--- config.mk ---
export PLATFORM = sky130hd
export DESIGN_NAME = multu_hilo
export DESIGN_NICKNAME = d
export VERILOG_FILES = /design/src/rtl/multu_hilo_pkg.sv /design/src/rtl/multu_hilo_hilo_reg.sv /design/src/rtl/multu_hilo.sv
export SDC_FILE = /design/constraint.sdc
export NUM_CORES = 1
export LEC_CHECK = 0
export ABC_AREA = 1
export ABC_CLOCK_PERIOD_IN_PS = 3170
export CAP_MARGIN = 20
export CORE_AREA = 4 4 184 186
export CTS_BUF_LIST = sky130_fd_sc_hd__clkbuf_8
export DETAILED_ROUTE_END_ITERATION = 10
export DIE_AREA = 0 0 188 190
export SYNTH_ARGS = -nofsm -noshare
export SYNTH_HDL_FRONTEND = slang
export SYNTH_SLANG_ARGS = --single-unit
--- constraint.sdc ---
create_clock -name clk -period 3.17 [get_ports clk]
set_clock_uncertainty 0.2 [all_clocks]
set_input_delay 0.4755 -clock clk [delete_from_list [all_inputs] [get_ports clk]]
set_output_delay 0.4755 -clock clk [all_outputs]
set_load 0.005 [all_outputs]
--- src/rtl/multu_hilo_pkg.sv ---
// Shared execute-stage definitions: 6-bit funct codes used by the ALU and the
// multiplier, plus the multiplier's controller state type.
package multu_hilo_pkg;

  localparam logic [5:0] FUNCT_SLL   = 6'b000000;
  localparam logic [5:0] FUNCT_MFHI  = 6'b010000;
  localparam logic [5:0] FUNCT_MFLO  = 6'b010010;
  localparam logic [5:0] FUNCT_MULTU = 6'b011001;
  localparam logic [5:0] FUNCT_ADD   = 6'b100000;
  localparam logic [5:0] FUNCT_SUB   = 6'b100010;
  localparam logic [5:0] FUNCT_AND   = 6'b100100;
  localparam logic [5:0] FUNCT_OR    = 6'b100101;
  localparam logic [5:0] FUNCT_SLT   = 6'b101010;

  typedef enum logic {
    ST_IDLE = 1'b0,
    ST_RUN  = 1'b1
  } mul_state_e;

endpackage

--- src/rtl/multu_hilo_hilo_reg.sv ---
// Architectural HI/LO register pair with write enable and async clear; also
// owns the MFHI/MFLO read mux feeding the execute result path.
module hilo_reg
  import multu_hilo_pkg::*;
#(
  parameter int WIDTH = 32
) (
  input  logic             clk_i,
  input  logic             rst_ni,
  input  logic             we_i,
  input  logic [WIDTH-1:0] hi_i,
  input  logic [WIDTH-1:0] lo_i,
  input  logic [5:0]       funct_i,
  output logic [WIDTH-1:0] rdata_o
);

  logic [WIDTH-1:0] hi_q;
  logic [WIDTH-1:0] lo_q;

  always_ff @(posedge clk_i or negedge rst_ni) begin
    if (!rst_ni) begin
      hi_q <= '0;
      lo_q <= '0;
    end else if (we_i) begin
      hi_q <= hi_i;
      lo_q <= lo_i;
    end
  end

  always_comb begin
    rdata_o = '0;
    case (funct_i)
      FUNCT_MFHI: rdata_o = hi_q;
      FUNCT_MFLO: rdata_o = lo_q;
      default:    rdata_o = '0;
    endcase
  end

endmodule

--- src/rtl/multu_hilo.sv ---
// Sequential WIDTHxWIDTH unsigned shift-add multiplier: one partial-product bit
// per cycle for WIDTH cycles, result committed to HI/LO on the final step.
module multu_hilo
  import multu_hilo_pkg::*;
#(
  parameter int WIDTH = 32
) (
  input  logic             clk,
  input  logic             reset,
  input  logic [WIDTH-1:0] dataA,
  input  logic [WIDTH-1:0] dataB,
  input  logic [5:0]       Signal,
  output logic [WIDTH-1:0] dataOut,
  output logic             busy,
  output logic             done
);

  localparam int CW = $clog2(WIDTH);
  localparam logic [CW-1:0] CNT_LAST = CW'(WIDTH - 1);

  mul_state_e         state_q, state_d;
  logic [WIDTH-1:0]   mcand_q, mcand_d;
  logic [2*WIDTH-1:0] prod_q, prod_d;
  logic [CW-1:0]      cnt_q, cnt_d;
  logic               done_q, done_d;

  logic               start;
  logic               last;
  logic               hilo_we;
  logic [WIDTH:0]     sum;

  assign start = (Signal == FUNCT_MULTU);
  assign last  = (cnt_q == CNT_LAST);
  // Carry out of the upper-half add is kept and shifted into the top bit.
  assign sum   = {1'b0, prod_q[2*WIDTH-1:WIDTH]} + (prod_q[0] ? {1'b0, mcand_q} : '0);

  always_ff @(posedge clk or negedge reset) begin
    if (!reset) begin
      state_q <= ST_IDLE;
      mcand_q <= '0;
      prod_q  <= '0;
      cnt_q   <= '0;
      done_q  <= 1'b0;
    end else begin
      state_q <= state_d;
      mcand_q <= mcand_d;
      prod_q  <= prod_d;
      cnt_q   <= cnt_d;
      done_q  <= done_d;
    end
  end

  always_comb begin
    state_d = state_q;
    mcand_d = mcand_q;
    prod_d  = prod_q;
    cnt_d   = cnt_q;
    case (state_q)
      ST_IDLE: begin
        if (start) begin
          state_d = ST_RUN;
          mcand_d = dataA;
          prod_d  = {{WIDTH{1'b0}}, dataB};
          cnt_d   = '0;
        end
      end
      ST_RUN: begin
        prod_d = {sum, prod_q[WIDTH-1:1]};
        cnt_d  = cnt_q + 1'b1;
        if (last) state_d = ST_IDLE;
      end
      default: state_d = ST_IDLE;
    endcase
  end

  always_comb begin
    busy    = (state_q == ST_RUN);
    hilo_we = (state_q == ST_RUN) && last;
    done_d  = hilo_we;
  end

  assign done = done_q;

  hilo_reg #(
    .WIDTH(WIDTH)
  ) u_hilo_reg (
    .clk_i   (clk),
    .rst_ni  (reset),
    .we_i    (hilo_we),
    .hi_i    (prod_d[2*WIDTH-1:WIDTH]),
    .lo_i    (prod_d[WIDTH-1:0]),
    .funct_i (Signal),
    .rdata_o (dataOut)
  );

endmodule

# After elaboration in Yosys (flattened, before gate mapping)
# Cells that the tools add are included.
[totals]
ff_bits = 167
[op_classes]
muxes = 9
n_eq_ne = 5
reduce_logical = 2
addsub = 2
bitwise = 1
[ops]
columns = ["cell", "count"]
rows = [
  ["$pmux W64 S2", 1],
  ["$mux W64", 1],
  ["$pmux W32 S2", 1],
  ["$add A32 B32 Y33", 1],
  ["$mux W32", 1],
  ["$eq A6 B5 Y1 const B", 3],
  ["$pmux W5 S2", 1],
  ["$add A5 B1 Y5 const B", 1],
  ["$eq A5 B5 Y1 const B", 1],
  ["$mux W5", 1],
  ["$mux W1", 2],
  ["$ne A2 B2 Y1 const B", 1],
  ["$pmux W1 S2", 1],
  ["$reduce_and A2 Y1", 1],
  ["$logic_and A1 B1 Y1", 1],
  ["$not A1 Y1", 1],
]

# Longest topological paths before layout
# Gate-level depths: netlist of the first run.
[logic_depth]
ltp_word = 3
ltp_mapped = 18
mapped_depth_nobuf = 16

# Hierarchy
# From an unflattened synthesis of the first run, not the netlist that was laid out.
[hier_totals]
cells_unflattened = 1287
area_unflattened_um2 = 10050.9
[by_module_without_submodules]
columns = ["module", "cells_per_inst", "n_inst", "area_each_um2"]
rows = [
  ["multu_hilo", 1029, 1, 6672.6],
  ["hilo_reg", 258, 1, 3378.2],
]

# Worst setup path after synthesis of the first run
# No wires, ideal clock.
[synth_path]
kind = "reg2reg"
startpoint = "register prod_q[0]"
endpoint = "register u_hilo_reg.hi_q[19]"
path_slack_ns = 0.794
stages_incl_launch_ff = 16
arrival_time_ns = 2.046
period_less_slack_ns = 2.376
setup_time_ns = 0.130
path_cell_list = "dfrtp_1 > clkbuf_1 > clkbuf_1 > nand2_1 > inv_1 > fa_1 > nand3_1 > nand3_1 > nand3_1 > nand3_1 > nand2_1 > nand3_1 > nand3_1 > nand2_1 > nand2_1 > o21ai_0"
[synth_between]
elab_chain_len = 3
[synth_rtl]
columns = ["element", "line", "source"]
rows = [
  ["from (decl)", "multu_hilo.sv:23", "logic [2*WIDTH-1:0] prod_q, prod_d;"],
  ["from (signal assigned)", "multu_hilo.sv:47", "prod_q <= prod_d;"],
  ["$mux W32", "multu_hilo.sv:35", "assign sum = {1'b0, prod_q[2*WIDTH-1:WIDTH]} + (prod_q[0] ? {1'b0, mcand_q} : '0);"],
  ["$add A32 B32 Y33", "multu_hilo.sv:35", ""],
  ["$pmux W64 S2", "multu_hilo.sv:58", "case (state_q)"],
  ["net prod_d[51]", "multu_hilo.sv:23", ""],
  ["to (signal assigned)", "multu_hilo_hilo_reg.sv:25", "hi_q <= hi_i;"],
  ["to (decl)", "multu_hilo_hilo_reg.sv:17", "logic [WIDTH-1:0] hi_q;"],
]
# The timed path passes the listed nets, and every way through them passes these cells.
# A chain may end at the register's enable or synchronous reset.

# Worst setup path after layout of the first run
[layout_path]
startpoint = "input Signal[2]"
endpoint = "output dataOut[15]"
[layout_between]
elab_chain_len = 2
[layout_rtl]
columns = ["element", "line", "source"]
rows = [
  ["from (decl)", "multu_hilo.sv:12", "input logic [5:0] Signal,"],
  ["$eq A6 B5 Y1", "multu_hilo_hilo_reg.sv:32", "case (funct_i)"],
  ["$pmux W32 S2 (*)", "multu_hilo_hilo_reg.sv:32", ""],
  ["to (decl)", "multu_hilo.sv:13", "output logic [WIDTH-1:0] dataOut,"],
]
# Mark *: on every way between the ends. The rest lies on a longest branch, timed or not.

==> results_dict.tcl, run 1 <==
set metrics [dict create \
    post_cts_buffers 0 \
    cts_tree "done" \
    vdd_ir_drop_max_v 0.0002655 \
    hold_class "reg -> reg" \
    cp.required_ns 2.49 \
    critPathMaxFanout 18 \
    yosys-top-cells-area "dfrtp_1 (44%), nand2_1 (19%), inv_1 (7.8%)" \
    synth.avg_cell_area_um2 7.333 \
    htreeDepth 4 \
    vias_per_cell 4.593 \
    utilization_pct 35.73 \
    final_layout_size_suffix_gt1_share_pct 6.681 \
    crit_path_start_kind "input port" \
    final_nets 1501 \
    cts_sinks 167 \
    die-area_um2 35720 \
    crit_type "in -> out" \
    start_util_pct 29.52 \
    ys_seq_elements 167 \
    ant_nets 0 \
    hold_viol_final 0 \
    gp_congestion 0.8990 \
    max_freq_mhz 326.9 \
    period_share_pct 96.49 \
    route.vias.total 8493 \
    grt_max_degree 94 \
    n_antenna_cell 0 \
    area_delta_synth_final_pct 21.01 \
    status "complete, no violations" \
    core_um2 32290 \
    grt_pass1_wl_um 44420 \
    port_buffers 105 \
    rsz0062_at_grt "false" \
    ys_seq_area_share_pct 43.84 \
    clockRootBuffer "clkbuf_8" \
    crit_slowest_cell "clkdlybuf4s50_1" \
    synth.most_common_cell "nand2_1" \
    drv_slew 0 \
    relSlewSlack_pct 52.13 \
    ys.flop_type "dfrtp_1" \
    syn_nets 1407 \
    synth_warnings 0 \
    postSynthCellCount 1300 \
    drt_wl_total_um 27110 \
    async_reset_ff_share_pct 100.0 \
    synth_top_area_cell "dfrtp_1" \
    yosysUniqueCellTypes 35 \
    fp-row-count 66 \
    clk_pin_slew_ns 0.09 \
    slowest_delay_ns 0.54 \
    synth_common_cells "nand2_1 (476), inv_1 (197), dfrtp_1 (167), nand3_1 (91), o21ai_0 (71)" \
    fillers 3392 \
    first_global_vias 8405 \
    cp_common_cell "clkdlybuf4s50_1" \
    synth_top_area_share_pct 43.84 \
    crit_arrival_ns 2.38 \
    cts_inserted_buffers 17 \
    drt-initial-drc-count 478 \
    setup_viol 0 \
    hpwl_um 20360 \
    route.detailed.wl_per_inst_um 14.66 \
    grt_antenna_before_repair 0 \
    grt_overflow 0 \
    fp.dieH_um 190 \
    tightest_slew_ns 0.7180 \
    grt_use_total_pct 15.51 \
    top_level_ports 106 \
    clock_latency_ns 0.49 \
    netlist_area_um2 9533 \
    cp_cell_sequence "clkdlybuf4s50_1 > nor3_4 > nand3b_1 > buf_4 > o21ai_0 > clkdlybuf4s50_1" \
    fin_tns_setup_ns 0 \
    power_density_nw_per_um2 549.7 \
    dieWidth_um 188 \
    max-cap-violations 0 \
    leakage_uw 0.006195 \
    synth-edff-count 0 \
    cts_buffer_depth 2 \
    period_minus_slack_ns 3.059 \
    crit_path_end_kind "output pin" \
    drt_pass1_iterations 5 \
    drc 0 \
]
==> flip-flops by register name, indices dropped and copies added (netlist names) <==
signal	cells
busy	1
done	1
u_hilo_reg.lo_q	32
prod_q	64
u_hilo_reg.hi_q	32
mcand_q	32
cnt_q	5
==> power by group <==
part / internal [uW] / leakage [uW] / switching, uW
Clock: 741 / 0.000204 / 886
Sequential: 2570 / 0.00204 / 291
Combinational: 683 / 0.00395 / 1170
==> critical path, delay by kind of cell <==
family | cells | cell delay (ns)
compound gates | 1 | 0.23
buf+inv | 3 | 1.24
simple gates | 2 | 0.44
==> layout make-up <==
type / instances / area [um^2] / area share (%)
inverter: 200 / 750.7 / 6.508
clock inverter: 14 / 163.9 / 1.421
multi-input combinational: 882 / 4378 / 37.95
tap: 442 / 553.0 / 4.794
clock buffer: 18 / 247.7 / 2.148
sequential: 167 / 4180 / 36.24
timing repair buffer: 126 / 1262 / 10.94
==> through the flow <==
step	hold slack, ns	area (um^2)	total power [uW]	cells	setup slack [ns]
2_1_floorplan	-0.02009	9533	4095	1300	0.7937
3_3_place_gp	0.2767	11100	4726	1816	0.1642
3_5_place_dp	0.2741	11100	4747	1816	0.1292
4_1_cts	0.3036	11520	6400	1849	0.1168
5_1_grt	0.3201	11540	6806	1849	0.02667
6_report	0.2971	11540	6342	1849	0.1112
==> cell usage in the layout (no fill, tap or decap), drive strengths merged <==
cell type	instances
ha	34
nand4	36
a31oi	1
mux2	32
o21bai	2
inv	205
a22o	6
or2	1
a21oi	32
nor2	55
dlygate4sd3	1
xor2	3
a21o	1
fa	1
nand3b	1
bufinv	2
buf	21
dfrtp	167
nor3	6
xnor2	1
clkinv	5
clkdlybuf4s50	104
clkinvlp	2
nand3	93
nand2	478
clkbuf	18
o21ai	82
o22ai	17
==> kinds of logic after synthesis <==
family | after synthesis | share of synthesized area, %
multiplexers | 32 | 3.780
AO/OA/AOI/OAI | 141 | 7.954
adder cells (fa/ha/maj) | 35 | 4.673
XOR/XNOR | 4 | 0.3676
buffers and inverters | 251 | 10.36
AND/OR/NAND/NOR | 670 | 29.03
flip-flops | 167 | 43.84
==> per-layer routing <==
| layer | up-vias | share of wire, % | GRT usage [%] | routed length (um) |
|---|---|---|---|---|
| met5 | - | 0 | 0 | 0 |
| met4 | 0 | 1.8 | 4.912 | 500 |
| met3 | 34 | 3.9 | 3.101 | 1061 |
| met2 | 175 | 45 | 24.35 | 12130 |
| met1 | 3995 | 50 | 21.62 | 13420 |
| li1 | 4289 | - | - | - |
==> timing repair <==
action                                  4_1_cts  5_1_grt
endpoints found under the setup margin        0        1
endpoints found under the hold margin        63        0
hold buffers                                  1        0
gates resized for setup                       0        2
==> final timing paths <==
kind,start,to,slack [ns],cells past startpoint
max in group asynchronous,reset,cnt_q[1],1.54,3
hold reg to reg,u_hilo_reg.hi_q[29],u_hilo_reg.hi_q[29],0.30,2
setup reg to reg,prod_q[0],u_hilo_reg.hi_q[16],0.34,17
setup / recovery,Signal[2],dataOut[15],0.11,6
min in group asynchronous,reset,mcand_q[26],0.38,2
hold / removal,u_hilo_reg.hi_q[29],u_hilo_reg.hi_q[29],0.30,2
(Power assumes the default switching activity.)
==> inputs of run 2 (changes only) <==
--- a/config.mk
+++ b/config.mk
@@ -8,10 +8,10 @@
 export ABC_AREA = 1
 export ABC_CLOCK_PERIOD_IN_PS = 3170
 export CAP_MARGIN = 20
-export CORE_AREA = 4 4 184 186
+export CORE_AREA = 2 2 182 184
 export CTS_BUF_LIST = sky130_fd_sc_hd__clkbuf_8
 export DETAILED_ROUTE_END_ITERATION = 10
-export DIE_AREA = 0 0 188 190
+export DIE_AREA = 0 0 184 186
 export SYNTH_ARGS = -nofsm -noshare
 export SYNTH_HDL_FRONTEND = slang
 export SYNTH_SLANG_ARGS = --single-unit
==> run 2 against run 1 <==
  * Global-route usage up 1.1 points
  * Cell count down 1.9%
  * Register-to-register slack about the same
  * Fmax down 0.17%
  * Via count down 0.79%
  * Total power down 2.6%
  * Final area down 0.74%
  * Non-clock buffer count down 1
  * Wire length up 0.26%
  * Sequential share of layout area up 0.27 points
  * Setup slack worse by 0.0051 ns
  * Critical path type unchanged
==> results_dict.tcl, run 2 (synthesis results as in run 1) <==
set metrics [dict create \
    relSlewSlack_pct 54.95 \
    drt-initial-drc-count 539 \
    period_minus_slack_ns 3.064 \
    start_util_pct 29.60 \
    clock_latency_ns 0.48 \
    setup_viol 0 \
    utilization_pct 35.56 \
    route.vias.total 8426 \
    seqPwrFrac_pct 46.5 \
    final_cell_mix "nand2_1 (476), inv_1 (199), dfrtp_1 (166)" \
    crit_slowest_cell "clkdlybuf4s50_1" \
    grt_use_total_pct 16.62 \
    hold_viol_final 0 \
    leakage_uw 0.006169 \
    hpwl_um 20350 \
    p_switching_uw 2352 \
    reg2reg_depth 17 \
    grt_max_degree 57 \
    drt_pass1_iterations 5 \
    hold_end "u_hilo_reg.hi_q[26]" \
    regMostFlops "prod_q" \
    path_buf_inv 3 \
    post_cts_buffers 0 \
    area_delta_synth_final_pct 20.12 \
    fp.dieH_um 186 \
    switching_share_pct 38.08 \
    fin_tns_setup_ns 0 \
    seq_area_um2 4180 \
    drc 0 \
    drt_wl_total_um 27180 \
    grt_pass1_wl_um 44330 \
    cts_inserted_buffers 17 \
    gp_congestion 0.8619 \
    max-cap-violations 0 \
    critPathMaxFanout 32 \
    layout_commonest_cell "nand2_1" \
    largest_reg_flops 64 \
    clk_pin_slew_ns 0.09 \
    fillers 3441 \
    whs_path_depth 2 \
    r2r_end "u_hilo_reg.hi_q[16]" \
    crit_path_start_kind "input port" \
    cp_common_cell "clkdlybuf4s50_1" \
    hold_class "reg -> reg" \
    multiInputGateArea_um2 4367 \
    cp_cell_sequence "clkdlybuf4s50_1 > nor3_2 > nand3b_1 > buf_12 > o21ai_0 > clkdlybuf4s50_1" \
    rsz0062_at_grt "false" \
    grt_antenna_before_repair 0 \
    final_layout_size_suffix_gt1_share_pct 6.472 \
    port_buffers 105 \
    drv_slew 0 \
    core_um2 32210 \
    clockPowerShare_pct 23.3 \
    worst_path_dominant_cell_family "buffers and inverters" \
    status "complete, no violations" \
    grt_overflow 0 \
    cts_sinks 167 \
    vias_per_cell 4.645 \
    slowest_delay_ns 0.56 \
    ff2ff_setup_slack_ns 0.35 \
    max_freq_mhz 326.4 \
    crit_type "in -> out" \
    dp_cells 1781 \
    crit_path_end_kind "output pin" \
    clockRootBuffer "clkbuf_8" \
    crit_arrival_ns 2.39 \
    n_antenna_cell 0 \
    power_density_nw_per_um2 539.3 \
    cts_buffer_depth 2 \
    die-area_um2 34220 \
    finalNonFillerCells 1814 \
    p_comb_share_pct 30.2 \
    period_share_pct 96.65 \
    cts_tree "done" \
    timing.rr.start "prod_q[0]" \
    tightest_slew_ns 0.6747 \
    cp.required_ns 2.49 \
    route.detailed.wl_per_inst_um 14.98 \
    dieWidth_um 184 \
    ant_nets 0 \
    final_nets 1500 \
    min-delay-start "u_hilo_reg.hi_q[26]" \
    top_level_ports 106 \
    vdd_ir_drop_max_v 0.0002451 \
    fp-row-count 66 \
    p_int_uw 3824 \
    first_global_vias 8285 \
    htreeDepth 4 \
]
-- run 2: cell types whose count changed in the layout (fill, tap and decap cells not counted), moves of 2 or more --
cell	before	now
clkinv_4	4	2
inv_1	197	199
bufinv_16	2	0
buf_4	16	12
clkinv_2	1	3
buf_12	4	7
-- run 2: worst max-delay path by stage --
| stage | to | from | cells past startpoint |
|---|---|---|---|
| after floorplan | u_hilo_reg.hi_q[19] | prod_q[0] | 15 |
| after global placement | dataOut[27] | Signal[4] | 7 |
| after detailed placement | dataOut[3] | Signal[0] | 5 |
| after CTS | dataOut[17] | Signal[0] | 6 |
| after global routing | dataOut[18] | Signal[0] | 5 |
| final | dataOut[16] | Signal[0] | 6 |
-- run 2: repair_timing --
| action | 4_1_cts | 5_1_grt |
|---|---|---|
| gates resized for setup | 0 | 0 |
| hold buffers | 1 | 0 |
| hold endpoints to repair | 53 | 0 |
-- run 2: per-layer routing --
| layer | part of all wire, % | vias to the layer above | wire length (um) | GRT usage (%) |
|---|---|---|---|---|
| met1 | 50 | 3940 | 13550 | 23.22 |
| met3 | 3.2 | 24 | 873 | 2.211 |
| met4 | 1.2 | 0 | 329 | 4.704 |
| met2 | 46 | 176 | 12430 | 26.94 |
| li1 | - | 4286 | - | - |
| met5 | 0 | - | 0 | 0 |
-- run 2: area by class of cell --
cell class	count	area share [%]
timing repair buffer	125	11.29
tap	408	4.458
clock inverter	14	0.8960
sequential	167	36.51
multi-input combinational	882	38.13
inverter	200	6.556
clock buffer	18	2.163
-- run 2: stage by stage --
stage | setup slack [ns] | area [um^2] | power [uW] | hold WS [ns]
floorplan | 0.7937 | 9533 | 4095 | -0.02009
global placement | 0.1956 | 11090 | 4738 | 0.2731
detailed placement | 0.1203 | 11090 | 4773 | 0.2720
CTS | 0.1155 | 11450 | 6236 | 0.2931
global route | 0.01132 | 11450 | 6648 | 0.3150
finish | 0.1061 | 11450 | 6176 | 0.2913
-- run 2: power groups by stage --
stage / logic [uW] / registers [uW] / clock network (uW)
after floorplan: 1300 / 2800 / 0
after global placement: 1850 / 2890 / 0
after detailed placement: 1870 / 2900 / 0
after CTS: 1880 / 2860 / 1490
after global routing: 2140 / 2920 / 1580
final: 1870 / 2870 / 1440
-- run 2: worst register-to-register path, delay by kind of cell, from the launching register on --
family	cells	cell delay, ns
AOI/OAI and AO/OA	1	0.31
adders and majority gates	1	0.27
buffers and inverters	4	0.54
DFF	1	0.41
and+or+nand+nor	11	1.04
